--- src/rtl/router_pkg.sv ---
// rtl/router_pkg.sv - shared sizes for the router RAM FIFO front end
package router_pkg;
    localparam int ROUTER_FLIT_W     = 73;
    localparam int ROUTER_RAM_AW     = 2;
    localparam int ROUTER_RAM_RD_LAT = 2;
    localparam int ROUTER_SKID_D     = 3;

    typedef logic [ROUTER_FLIT_W-1:0] router_flit_t;
endpackage

--- src/rtl/router_skid_fifo.sv ---
// rtl/router_skid_fifo.sv - registered first-word-fall-through skid FIFO
module router_skid_fifo
    import router_pkg::*;
#(
    parameter  int DATA_W = ROUTER_FLIT_W,
    parameter  int DEPTH  = ROUTER_SKID_D,
    localparam int CW     = $clog2(DEPTH + 1),
    localparam int PW     = (DEPTH > 1) ? $clog2(DEPTH) : 1
) (
    input  logic              clk,
    input  logic              rst,
    input  logic              s_tvalid,
    input  logic [DATA_W-1:0] s_tdata,
    output logic              m_tvalid,
    input  logic              m_tready,
    output logic [DATA_W-1:0] m_tdata,
    output logic [CW-1:0]     count
);
    logic [DATA_W-1:0] mem [DEPTH];
    logic [PW-1:0]     wr_ptr;
    logic [PW-1:0]     rd_ptr;
    logic              push;
    logic              pop;

    function automatic logic [PW-1:0] next_ptr(input logic [PW-1:0] p);
        return (p == PW'(DEPTH - 1)) ? '0 : p + 1'b1;
    endfunction

    assign push     = s_tvalid;
    assign pop      = m_tvalid && m_tready;
    assign m_tvalid = (count != '0);
    assign m_tdata  = mem[rd_ptr];

    always_ff @(posedge clk) begin
        if (rst) begin
            wr_ptr <= '0;
            rd_ptr <= '0;
            count  <= '0;
        end else begin
            if (push) wr_ptr <= next_ptr(wr_ptr);
            if (pop)  rd_ptr <= next_ptr(rd_ptr);
            count <= count + CW'(push) - CW'(pop);
        end
    end

    always_ff @(posedge clk) begin
        if (push) mem[wr_ptr] <= s_tdata;
    end

    // The producer has no ready; it must reserve space before issuing reads.
    overflow_chk: assert property (@(posedge clk) disable iff (rst)
        !(push && !pop && count == CW'(DEPTH)));
endmodule

--- src/rtl/router_ram_fifo_ctrl.sv ---
// rtl/router_ram_fifo_ctrl.sv - stream-to-RAM FIFO controller hiding RAM read latency
module router_ram_fifo_ctrl
    import router_pkg::*;
#(
    parameter int DATA_W = ROUTER_FLIT_W,
    parameter int ADDR_W = ROUTER_RAM_AW,
    parameter int RD_LAT = ROUTER_RAM_RD_LAT,
    parameter int SKID_D = ROUTER_SKID_D,
    parameter int CNT_W  = 3
) (
    input  logic              clk,
    input  logic              rst,
    input  logic              in_valid,
    output logic              in_ready,
    input  logic [DATA_W-1:0] in_data,
    output logic              out_valid,
    input  logic              out_ready,
    output logic [DATA_W-1:0] out_data,
    output logic              ram_wr_en,
    output logic [ADDR_W-1:0] ram_wr_addr,
    output logic [DATA_W-1:0] ram_wr_data,
    output logic              ram_rd_en,
    output logic [ADDR_W-1:0] ram_rd_addr,
    input  logic [DATA_W-1:0] ram_rd_data,
    output logic [CNT_W-1:0]  occ_count
);
    localparam int          DEPTH   = 2 ** ADDR_W;
    localparam int          RAM_CW  = ADDR_W + 1;
    localparam int          SKID_CW = $clog2(SKID_D + 1);
    localparam int unsigned SKID_DU = SKID_D;

    logic [ADDR_W-1:0]  wr_ptr;
    logic [ADDR_W-1:0]  rd_ptr;
    logic [RAM_CW-1:0]  ram_cnt;
    logic [RD_LAT-1:0]  inflight;
    logic [SKID_CW-1:0] skid_cnt;
    int unsigned        inflight_cnt;
    logic               push;
    logic               pop;
    logic               rd_go;

    always_comb begin
        inflight_cnt = 0;
        for (int i = 0; i < RD_LAT; i++) begin
            inflight_cnt = inflight_cnt + 32'(inflight[i]);
        end
    end

    assign in_ready = (ram_cnt != RAM_CW'(DEPTH)) && !rst;
    assign push     = in_valid && in_ready;
    assign pop      = out_valid && out_ready;

    // Issue a read only when the skid FIFO is guaranteed a free slot on return.
    assign rd_go = !rst && (ram_cnt != '0)
                 && ((32'(skid_cnt) + inflight_cnt - 32'(pop)) < SKID_DU);

    assign ram_wr_en   = push;
    assign ram_wr_addr = wr_ptr;
    assign ram_wr_data = in_data;
    assign ram_rd_en   = rd_go;
    assign ram_rd_addr = rd_ptr;

    always_ff @(posedge clk) begin
        if (rst) begin
            wr_ptr    <= '0;
            rd_ptr    <= '0;
            ram_cnt   <= '0;
            inflight  <= '0;
            occ_count <= '0;
        end else begin
            if (push)  wr_ptr <= wr_ptr + 1'b1;
            if (rd_go) rd_ptr <= rd_ptr + 1'b1;
            ram_cnt  <= ram_cnt + RAM_CW'(push) - RAM_CW'(rd_go);
            inflight <= (inflight << 1) | RD_LAT'(rd_go);
            // Words only enter by push and leave by pop, so this equals ram+inflight+skid.
            occ_count <= occ_count + CNT_W'(push) - CNT_W'(pop);
        end
    end

    router_skid_fifo #(
        .DATA_W (DATA_W),
        .DEPTH  (SKID_D)
    ) u_skid (
        .clk      (clk),
        .rst      (rst),
        .s_tvalid (inflight[RD_LAT-1]),
        .s_tdata  (ram_rd_data),
        .m_tvalid (out_valid),
        .m_tready (out_ready),
        .m_tdata  (out_data),
        .count    (skid_cnt)
    );
endmodule

--- config.mk ---
export PLATFORM = sky130hd
export DESIGN_NAME = router_ram_fifo_ctrl
export DESIGN_NICKNAME = d
export VERILOG_FILES = /design/src/rtl/router_pkg.sv /design/src/rtl/router_skid_fifo.sv /design/src/rtl/router_ram_fifo_ctrl.sv
export SDC_FILE = /design/constraint.sdc
export NUM_CORES = 1
export LEC_CHECK = 0
export CELL_PAD_IN_SITES_DETAIL_PLACEMENT = 1
export CELL_PAD_IN_SITES_GLOBAL_PLACEMENT = 1
export CORE_MARGIN = 2
export CORE_UTILIZATION = 35
export CTS_CLUSTER_DIAMETER = 80
export CTS_CLUSTER_SIZE = 8
export DETAILED_ROUTE_END_ITERATION = 8
export HOLD_SLACK_MARGIN = 0.15
export PLACE_DENSITY = 0.77
export SYNTH_ARGS = -nofsm -noshare
export SYNTH_HDL_FRONTEND = slang
export SYNTH_HIERARCHICAL = 1
export SYNTH_SLANG_ARGS = --single-unit
export TNS_END_PERCENT = 5
--- constraint.sdc ---
create_clock -name clk -period 17.95 [get_ports clk]
set_clock_uncertainty 0.1 [all_clocks]
set_input_delay 3.59 -clock clk [delete_from_list [all_inputs] [get_ports clk]]
set_output_delay 3.59 -clock clk [all_outputs]
set_load 0.05 [all_outputs]
==> results.py, run 1 <==
metrics = {
    "status": {
        "outcome": "complete, no violations",
    },
    "global_route": {
        "grt_overflow": 0,
        "grt_pass1_vias": 5513,
        "grt_pass1_wl_mm": 29.9,
        "antenna_found_initial": 1,
        "grt_usage": 0.134,
        "grt_max_degree": 99,
    },
    "drt": {
        "drt_iter0_drc": 235,
        "num_vias": 5100,
        "viasPerCell": 4.68,
        "drt-total-wl_mm": 19.3,
        "drtPass1Iterations": 4,
        "wl_per_cell_um": 17.7,
        "drcViolationCount": 0,
        "route.antenna.remaining_nets": 0,
    },
    "yosys": {
        "synth_seq_cells": 239,
        "synthTopCellsByArea": "edfxtp_1, mux2i_1, buf_4, dfxtp_1, o21ai_0",
        "syn_inst": 638,
        "synth_top_family_by_area": "multiplexers",
        "synth_cell_types": 29,
        "synth_nets": 800,
        "synthAdderAreaFrac": 0.0187,
        "yosysWarningCount": 6,
        "synth_compound_gate_area_share": 0.0475,
        "synthMuxAreaShare": 0.0811,
        "synth_top_area_frac": 0.681,
        "yosysTopAreaCell": "edfxtp_1",
        "synthSimpleGateAreaFrac": 0.0464,
        "synth-seq-area-share": 0.722,
        "synthXorXnorAreaFrac": 0.00635,
        "synth_area_um2": 9660,
        "syn_area_per_cell_um2": 15.1,
    },
    "floorplan": {
        "ios": 307,
        "die_x_um": 170,
        "coreArea_um2": 27000,
        "die_h_um": 170,
        "initial_core_util": 0.357,
        "rows": 60,
        "dieArea_um2": 28900,
    },
    "clocking": {
        "htree_levels": 2,
        "clock-sinks": 239,
        "clkTransAtPathRegs_ns": 0.05,
        "hold_buffers": 0,
        "ctsResizeCount": 0,
        "cts_tree": "done",
        "root_buffer": "clkbuf_16",
        "clk_latency_ns": 0.49,
        "cts_buffers": 35,
        "clockBufferDepth": 3,
        "post_cts_buffers": 0,
    },
    "power_and_ir_drop": {
        "vdd_drop_max_uv": 78.8,
        "power_density_nw_per_um2": 130,
        "power_leakage_nw": 3.78,
        "fin_total_pwr_mw": 1.56,
    },
    "timing": {
        "setup_viol": 0,
        "rsz0062_at_grt": "no",
        "max_freq_ghz": 0.0940,
        "hold_viol": 0,
        "maxSlewViolCount": 0,
        "tightest_slew_ns": 1.04,
        "timing.setup.tns_ns": 0,
        "slew_headroom": 0.305,
        "post-route-min-period_ns": 10.64,
        "period_share": 0.593,
    },
    "finish": {
        "areaGrowthSynthToFinish_pct": 24.2,
        "drive_gt1_frac": 0.0722,
        "fin_nets": 903,
        "postLayoutCellArea_um2": 12000,
    },
    "critical_path": {
        "arrival_ns": 6.95,
        "reg2reg_from": "u_skid/count[1]",
        "startpoint": "out_ready",
        "crit_cells": 8,
        "cp-start-kind": "input port",
        "cp.required_ns": 14.26,
        "cp_cell_sequence": "clkdlybuf4s50_1, and2_1, ha_1, fa_1, fa_1, o21bai_4, a2111oi_4, clkdlybuf4s50_1",
        "crit_type": "in -> out",
        "worst-path-buf-inv": 2,
        "critPathCaptureType": "output port",
        "reg2reg_depth": 15,
        "critPathMaxFanout": 5,
        "crit_end": "ram_rd_en",
        "crit_slowest_cell": "clkdlybuf4s50_1",
        "rrSetupSlack_ns": 13.75,
        "r2r_end": "ram_cnt[2]",
        "crit_family": "buffers and inverters",
        "cpPeakStageDelay_ns": 0.89,
    },
    "run": {
        "cap_violations": 0,
    },
    "placed_design": {
        "post_dp_cell_area_um2": 11000,
        "place_congestion": 0.748,
        "dp_hpwl_mm": 11.4,
        "port_buffers": 160,
    },
    "hold_path": {
        "hold_path_class": "reg -> reg",
    },
}
[cells by family after synthesis]
group	Yosys count
DFF	239
buffers and inverters	111
and+or+nand+nor	108
AOI/OAI and AO/OA	83
muxes	78
adders and majority gates	12
xor gates and xnor gates	7
[placed cells by master (no fill, tap or decap), types with 2 or more instances in the layout]
cell type and instances:
nor3b_1 2, nor2b_1 4, a21oi_1 5, nor2_4 2, nor2_1 11, fa_1 4
inv_1 12, clkdlybuf4s50_1 160, ha_1 8, nand2_1 80, mux2i_1 76, clkbuf_16 36
xor2_1 3, edfxtp_1 219, dfxtp_1 18, clkbuf_1 6, xnor2_1 4, buf_4 5
o21ai_0 74, nand2b_1 3, dfxtp_4 2, mux2_2 2
[registers in the layout, summed over array words and instances, names as in the netlist, named ones only]
register and cells:
u_skid/count 2, u_skid/wr_ptr 2, ram_cnt 3, ram_rd_addr 2, u_skid/mem 219, u_skid/rd_ptr 2
inflight 2, ram_wr_addr 2, occ_count 3
[per-stage QoR]
step                      std cells  hold WS, ns   util  worst slack [ns]
after detailed placement       1045        0.361  0.409              7.30
after global placement         1045        0.350  0.409              7.37
after floorplan                 638        0.341      -              8.44
after CTS                      1089        0.372  0.444              7.28
final                          1090        0.363  0.444              7.31
after global routing           1090        0.392  0.444              7.17
[how the worst min path moves through the flow]
| stage | start | end | depth (start not counted) |
|---|---|---|---|
| floorplan | inflight[0] | inflight[1] | 2 |
| global placement | ram_rd_addr[1] | ram_rd_addr[1] | 1 |
| detailed placement | ram_rd_addr[1] | ram_rd_addr[1] | 1 |
| CTS | ram_wr_addr[1] | ram_wr_addr[1] | 1 |
| global route | ram_rd_addr[1] | ram_rd_addr[1] | 1 |
| finish | ram_rd_addr[1] | ram_rd_addr[1] | 1 |
[final cells by class]
class	count	area (µm²)
fill	2680	15000
sequential	239	6980
multi-input combinational	288	1950
timing repair buffer	165	1640
clock buffer	42	923
tap	341	427
inverter	12	45.0
clock inverter	2	25.0
antenna	1	2.50
[power by group]
group	internal, mW	switching, mW	leakage, nW
combinational	0.111	0.206	1.18
sequential	0.654	0.0180	2.14
clock	0.357	0.213	0.462
[metal layers]
metal | track usage | vias up | part of all wire
li1 | - | 2430 | -
met1 | 0.156 | 2481 | 0.41
met2 | 0.232 | 133 | 0.50
met3 | 0.0405 | 56 | 0.060
met4 | 0.0543 | 0 | 0.025
met5 | 0 | - | 0
[cell usage after synthesis]
master	number
buf_4	74
xnor2_1	4
nor2_1	13
clkbuf_1	15
dfxtp_1	20
a2111oi_4	1
nand2b_1	3
mux2i_1	76
fa_1	4
nor2b_1	4
buf_2	3
inv_1	12
or3_1	1
o21bai_4	1
edfxtp_1	219
ha_1	8
mux2_2	2
o21ai_0	74
o21ai_2	1
nor3_1	1
or2_2	1
buf_6	7
xor2_1	3
nor3b_1	3
or3b_1	1
a21oi_1	5
a2111oi_0	1
and2_1	1
nand2_1	80
No activity file was read; power rests on OpenSTA's default activity.
==> run 2, diff against run 1 <==
--- a/config.mk
+++ b/config.mk
@@ -8,12 +8,12 @@
 export CELL_PAD_IN_SITES_DETAIL_PLACEMENT = 1
 export CELL_PAD_IN_SITES_GLOBAL_PLACEMENT = 1
 export CORE_MARGIN = 2
-export CORE_UTILIZATION = 35
+export CORE_UTILIZATION = 34
 export CTS_CLUSTER_DIAMETER = 80
 export CTS_CLUSTER_SIZE = 8
 export DETAILED_ROUTE_END_ITERATION = 8
 export HOLD_SLACK_MARGIN = 0.15
-export PLACE_DENSITY = 0.77
+export PLACE_DENSITY = 0.78
 export SYNTH_ARGS = -nofsm -noshare
 export SYNTH_HDL_FRONTEND = slang
 export SYNTH_HIERARCHICAL = 1
==> constraint.sdc (replaced) <==
create_clock -name clk -period 9.1 [get_ports clk]
set_clock_uncertainty 0.1 [all_clocks]
set_input_delay 1.82 -clock clk [delete_from_list [all_inputs] [get_ports clk]]
set_output_delay 1.82 -clock clk [all_outputs]
set_load 0.05 [all_outputs]
==> run 2 against run 1 <==
Net effect: non-clock buffer count grew 1; sequential power grew 98%; worst setup slack lost 5.3 ns; register-to-register slack lost 8.8 ns; die area grew 2.9%; combinational power grew 97%; sequential share of layout area shrank 0.26 points; worst hold slack gained 0.0037 ns; clock power grew 98%; critical path type unchanged; critical endpoint unchanged.
==> results.py, run 2 (synthesized netlist as in run 1, its figures left out) <==
metrics = {
    "status": {
        "outcome": "complete, no violations",
    },
    "finish": {
        "fin_nets": 904,
        "reg.largest.list": "u_skid/mem (219), occ_count (3), ram_cnt (3)",
        "postLayoutCellArea_um2": 12100,
        "final_common_cell": "edfxtp_1",
        "drive_gt1_frac": 0.0734,
        "largest_register": "u_skid/mem",
        "largest_reg_flops": 219,
        "areaGrowthSynthToFinish_pct": 24.8,
        "final_core_utilization": 0.433,
        "fillers": 2769,
        "final_cell_mix": "edfxtp_1, clkdlybuf4s50_1, nand2_1",
        "layout.cells.non_filler": 1128,
    },
    "critical_path": {
        "cp.required_ns": 7.18,
        "crit_family": "buffers and inverters",
        "critPathCaptureType": "output port",
        "cpPeakStageDelay_ns": 0.88,
        "critPathMaxFanout": 5,
        "cp_cell_sequence": "clkdlybuf4s50_1, and2_1, ha_1, fa_1, fa_1, o21bai_4, a2111oi_4, clkdlybuf4s50_1",
        "crit_type": "in -> out",
        "worst-path-buf-inv": 2,
        "cp-start-kind": "input port",
        "arrival_ns": 5.15,
        "crit_slowest_cell": "clkdlybuf4s50_1",
    },
    "timing": {
        "setup_ws_ns": 2.03,
        "hold_viol": 0,
        "period_share": 0.776,
        "slew_headroom": 0.254,
        "rsz0062_at_grt": "no",
        "timing.setup.tns_ns": 0,
        "tightest_slew_ns": 1.12,
        "maxSlewViolCount": 0,
        "setup_viol": 0,
        "max_freq_ghz": 0.142,
        "post-route-min-period_ns": 7.07,
        "hold_ws_ns": 0.367,
    },
    "clocking": {
        "post_cts_buffers": 0,
        "cts_tree": "done",
        "clockBufferDepth": 3,
        "hold_buffers": 0,
        "ctsResizeCount": 0,
        "clk_latency_ns": 0.50,
        "clock-sinks": 239,
        "htree_levels": 2,
        "clkTransAtPathRegs_ns": 0.05,
        "root_buffer": "clkbuf_16",
        "cts_buffers": 35,
    },
    "power_and_ir_drop": {
        "power_switching_mw": 0.869,
        "clockPowerShare": 0.366,
        "power_density_nw_per_um2": 256,
        "internal_power_mw": 2.21,
        "fin_total_pwr_mw": 3.08,
        "pwr-share-seq": 0.431,
        "power_frac_comb": 0.203,
        "power_leakage_nw": 3.79,
        "vdd_drop_max_uv": 161,
        "switching_share": 0.282,
    },
    "global_route": {
        "grt_pass1_wl_mm": 31.5,
        "grt_max_degree": 87,
        "grt_usage": 0.134,
        "grt_pass1_vias": 5776,
        "antenna_found_initial": 1,
        "grt_overflow": 0,
    },
    "floorplan": {
        "die_h_um": 173,
        "ios": 307,
        "coreArea_um2": 27900,
        "die_x_um": 173,
        "initial_core_util": 0.347,
        "dieArea_um2": 29800,
        "rows": 61,
    },
    "hold_path": {
        "hold_path_class": "reg -> reg",
    },
    "drt": {
        "route.antenna.remaining_nets": 0,
        "viasPerCell": 4.61,
        "drt_iter0_drc": 231,
        "drcViolationCount": 0,
        "num_vias": 5203,
        "wl_per_cell_um": 17.5,
        "drt-total-wl_mm": 19.8,
        "drtPass1Iterations": 4,
    },
    "run": {
        "cap_violations": 0,
    },
    "placed_design": {
        "place_congestion": 0.713,
        "port_buffers": 160,
        "post_dp_cell_area_um2": 11100,
        "dpl.cell_count": 1083,
        "dpl_worst_slack_ns": 2.02,
        "dp_hpwl_mm": 11.6,
    },
}
## run 2: cell type report
cell class	instances	area, µm²	share of cell area
Sequential cell	239	6980	0.580
Multi-Input combinational cell	288	1950	0.162
Timing Repair Buffer	166	1650	0.137
Clock buffer	42	923	0.0766
Tap cell	378	473	0.0392
Inverter	12	45.0	0.00374
Clock inverter	2	25.0	0.00208
Antenna cell	1	2.50	0.000208
## run 2: worst paths after layout
kind	slack (ns)	to	startpoint	cells past startpoint
max	2.03	ram_rd_en	out_ready	8
min	0.37	ram_rd_addr[1]	ram_rd_addr[1]	1
max reg2reg	4.98	ram_cnt[2]	u_skid/count[1]	15
min reg2reg	0.37	ram_rd_addr[1]	ram_rd_addr[1]	1
## run 2: per-layer routing
layer	vias to the layer above	global-route usage	routed length, µm
li1	2431	-	-
met1	2556	0.146	7700
met2	152	0.240	10200
met3	64	0.0396	1160
met4	0	0.0605	730
met5	-	0	0
## run 2: power by group through the flow
| stage | clock [mW] | combinational (mW) | sequential [mW] |
|---|---|---|---|
| floorplan | 0 | 0.472 | 1.38 |
| global placement | 0 | 0.623 | 1.35 |
| detailed placement | 0 | 0.631 | 1.35 |
| CTS | 1.17 | 0.635 | 1.33 |
| global route | 1.22 | 0.666 | 1.34 |
| finish | 1.13 | 0.625 | 1.33 |
## run 2: worst register-to-register path, delay by kind of cell, from the launching register on
family	cells	cell delay [ns]
flip-flops	1	0.38
XOR/XNOR	2	0.30
AO/OA/AOI/OAI	2	0.51
AND/OR/NAND/NOR	3	0.56
adder cells (fa/ha/maj)	6	2.03
buffers and inverters	2	0.10
==> run 3, diff against run 2 <==
--- a/config.mk
+++ b/config.mk
@@ -8,12 +8,12 @@
 export CELL_PAD_IN_SITES_DETAIL_PLACEMENT = 1
 export CELL_PAD_IN_SITES_GLOBAL_PLACEMENT = 1
 export CORE_MARGIN = 2
-export CORE_UTILIZATION = 34
+export CORE_UTILIZATION = 35
 export CTS_CLUSTER_DIAMETER = 80
 export CTS_CLUSTER_SIZE = 8
 export DETAILED_ROUTE_END_ITERATION = 8
 export HOLD_SLACK_MARGIN = 0.15
-export PLACE_DENSITY = 0.78
+export PLACE_DENSITY = 0.77
 export SYNTH_ARGS = -nofsm -noshare
 export SYNTH_HDL_FRONTEND = slang
 export SYNTH_HIERARCHICAL = 1
==> constraint.sdc (replaced) <==
create_clock -name clk -period 6.96 [get_ports clk]
set_clock_uncertainty 0.1 [all_clocks]
set_input_delay 1.392 -clock clk [delete_from_list [all_inputs] [get_ports clk]]
set_output_delay 1.392 -clock clk [all_outputs]
set_load 0.05 [all_outputs]
==> run 3 against run 2 <==
Net effect: critical path depth stayed put; register-to-register slack worse by 2.2 ns; wire length up 1.6%; critical endpoint unchanged; largest cell class unchanged; highest routed layer unchanged.
==> results.py, run 3 (synthesized netlist as in run 1, its figures left out) <==
metrics = {
    "floorplan": {
        "dieArea_um2": 28900,
        "die_h_um": 170,
        "rows": 60,
        "ios": 307,
        "coreArea_um2": 27000,
        "initial_core_util": 0.357,
        "die_x_um": 170,
    },
    "critical_path": {
        "arrival_ns": 4.71,
        "critPathMaxFanout": 5,
        "critPathCaptureType": "output port",
        "cp.required_ns": 5.47,
        "cp_cell_sequence": "clkdlybuf4s50_1, and2_1, ha_1, fa_1, fa_1, o21bai_4, a2111oi_4, clkdlybuf4s50_1",
        "reg2reg_from": "u_skid/count[1]",
        "cpPeakStageDelay_ns": 0.88,
        "cp-start-kind": "input port",
        "rrSetupSlack_ns": 2.80,
        "crit_type": "in -> out",
        "crit_slowest_cell": "clkdlybuf4s50_1",
        "reg2reg_depth": 15,
        "r2r_end": "ram_cnt[2]",
    },
    "global_route": {
        "grt_pass1_wl_mm": 31.5,
        "grt_pass1_vias": 5749,
        "grt_overflow": 0,
        "antenna_found_initial": 1,
        "grt_max_degree": 96,
        "grt_usage": 0.142,
    },
    "hold_path": {
        "hold_path_class": "reg -> reg",
        "min_to": "ram_wr_addr[1]",
        "hp-start": "ram_wr_addr[1]",
        "hold_depth": 1,
    },
    "clocking": {
        "ctsResizeCount": 0,
        "clock-sinks": 239,
        "post_cts_buffers": 0,
        "cts_tree": "done",
        "clk_latency_ns": 0.49,
        "hold_buffers": 0,
        "root_buffer": "clkbuf_16",
        "cts_buffers": 35,
        "clockBufferDepth": 3,
        "htree_levels": 2,
        "clkTransAtPathRegs_ns": 0.05,
    },
    "drt": {
        "drt_iter0_drc": 237,
        "viasPerCell": 4.76,
        "wl_per_cell_um": 18.4,
        "num_vias": 5185,
        "drcViolationCount": 0,
        "drtPass1Iterations": 4,
        "route.antenna.remaining_nets": 0,
        "drt-total-wl_mm": 20.1,
    },
    "power_and_ir_drop": {
        "pwr-share-seq": 0.434,
        "clockPowerShare": 0.363,
        "switching_share": 0.285,
        "internal_power_mw": 2.88,
        "power_switching_mw": 1.14,
        "vdd_drop_max_uv": 208,
        "power_frac_comb": 0.203,
        "power_leakage_nw": 3.78,
        "power_density_nw_per_um2": 335,
    },
    "timing": {
        "maxSlewViolCount": 0,
        "post-route-min-period_ns": 6.21,
        "max_freq_ghz": 0.161,
        "setup_ws_ns": 0.755,
        "hold_viol": 0,
        "rsz0062_at_grt": "no",
        "timing.setup.tns_ns": 0,
        "setup_viol": 0,
        "slew_headroom": 0.305,
        "tightest_slew_ns": 1.04,
        "period_share": 0.892,
    },
    "placed_design": {
        "dp_hpwl_mm": 12.0,
        "post_dp_cell_area_um2": 11100,
        "port_buffers": 160,
        "dpl_worst_slack_ns": 0.743,
        "place_congestion": 0.741,
    },
    "finish": {
        "final_common_cell": "edfxtp_1",
        "fin_nets": 904,
        "drive_gt1_frac": 0.0722,
        "postLayoutCellArea_um2": 12000,
        "final_cell_mix": "edfxtp_1, clkdlybuf4s50_1, nand2_1",
        "reg.largest.list": "u_skid/mem (219), occ_count (3), ram_cnt (3)",
        "largest_reg_flops": 219,
        "largest_register": "u_skid/mem",
        "areaGrowthSynthToFinish_pct": 24.1,
    },
    "status": {
        "outcome": "complete, no violations",
    },
    "run": {
        "cap_violations": 0,
    },
}
run 3: how the worst max path moves through the flow:
stage,to,slack [ns],cells after the start,from
4_1_cts,ram_rd_en,0.74,8,out_ready
2_1_floorplan,u_skid/mem[0][0],0.44,1,inflight[1]
5_1_grt,ram_rd_en,0.61,8,out_ready
3_3_place_gp,ram_rd_en,0.76,8,out_ready
3_5_place_dp,ram_rd_en,0.74,8,out_ready
6_report,ram_rd_en,0.75,8,out_ready
run 3: area by class of cell:
| cell class | instances | area [µm²] |
|---|---|---|
| fillers | 2729 | 15000 |
| diodes | 1 | 2.50 |
| clock buffers | 41 | 898 |
| repair buffers | 166 | 1650 |
| well taps | 341 | 427 |
| multi-input cells | 288 | 1950 |
| inverters | 12 | 45.0 |
| clock inverters | 2 | 28.8 |
| flip-flops and latches | 239 | 6980 |
run 3: critical path: cells and delay by family:
family,cells,cell delay (ns)
AOI/OAI and AO/OA,2,0.51
adders and majority gates,3,1.20
buffers and inverters,2,1.44
and+or+nand+nor,1,0.18
run 3: metal layers:
| metal | vias up | wire (µm) | GRT usage |
|---|---|---|---|
| li1 | 2430 | - | - |
| met1 | 2565 | 7880 | 0.161 |
| met2 | 135 | 10500 | 0.253 |
| met3 | 55 | 1190 | 0.0412 |
| met4 | 0 | 556 | 0.0513 |
| met5 | - | 0 | 0 |
run 3: power groups by stage:
stage | sequential (mW) | clock [mW] | combinational, mW
floorplan | 1.80 | 0 | 0.617
global route | 1.76 | 1.56 | 0.875
CTS | 1.75 | 1.51 | 0.832
detailed placement | 1.77 | 0 | 0.828
global placement | 1.77 | 0 | 0.811
finish | 1.74 | 1.46 | 0.815
run 3: per-stage QoR:
step	total power, mW	utilization	cells	hold WS [ns]
global route	4.19	0.443	1090	0.402
floorplan	2.42	-	638	0.341
global placement	2.58	0.409	1046	0.353
CTS	4.09	0.443	1089	0.379
detailed placement	2.60	0.409	1046	0.364
finish	4.02	0.443	1090	0.372
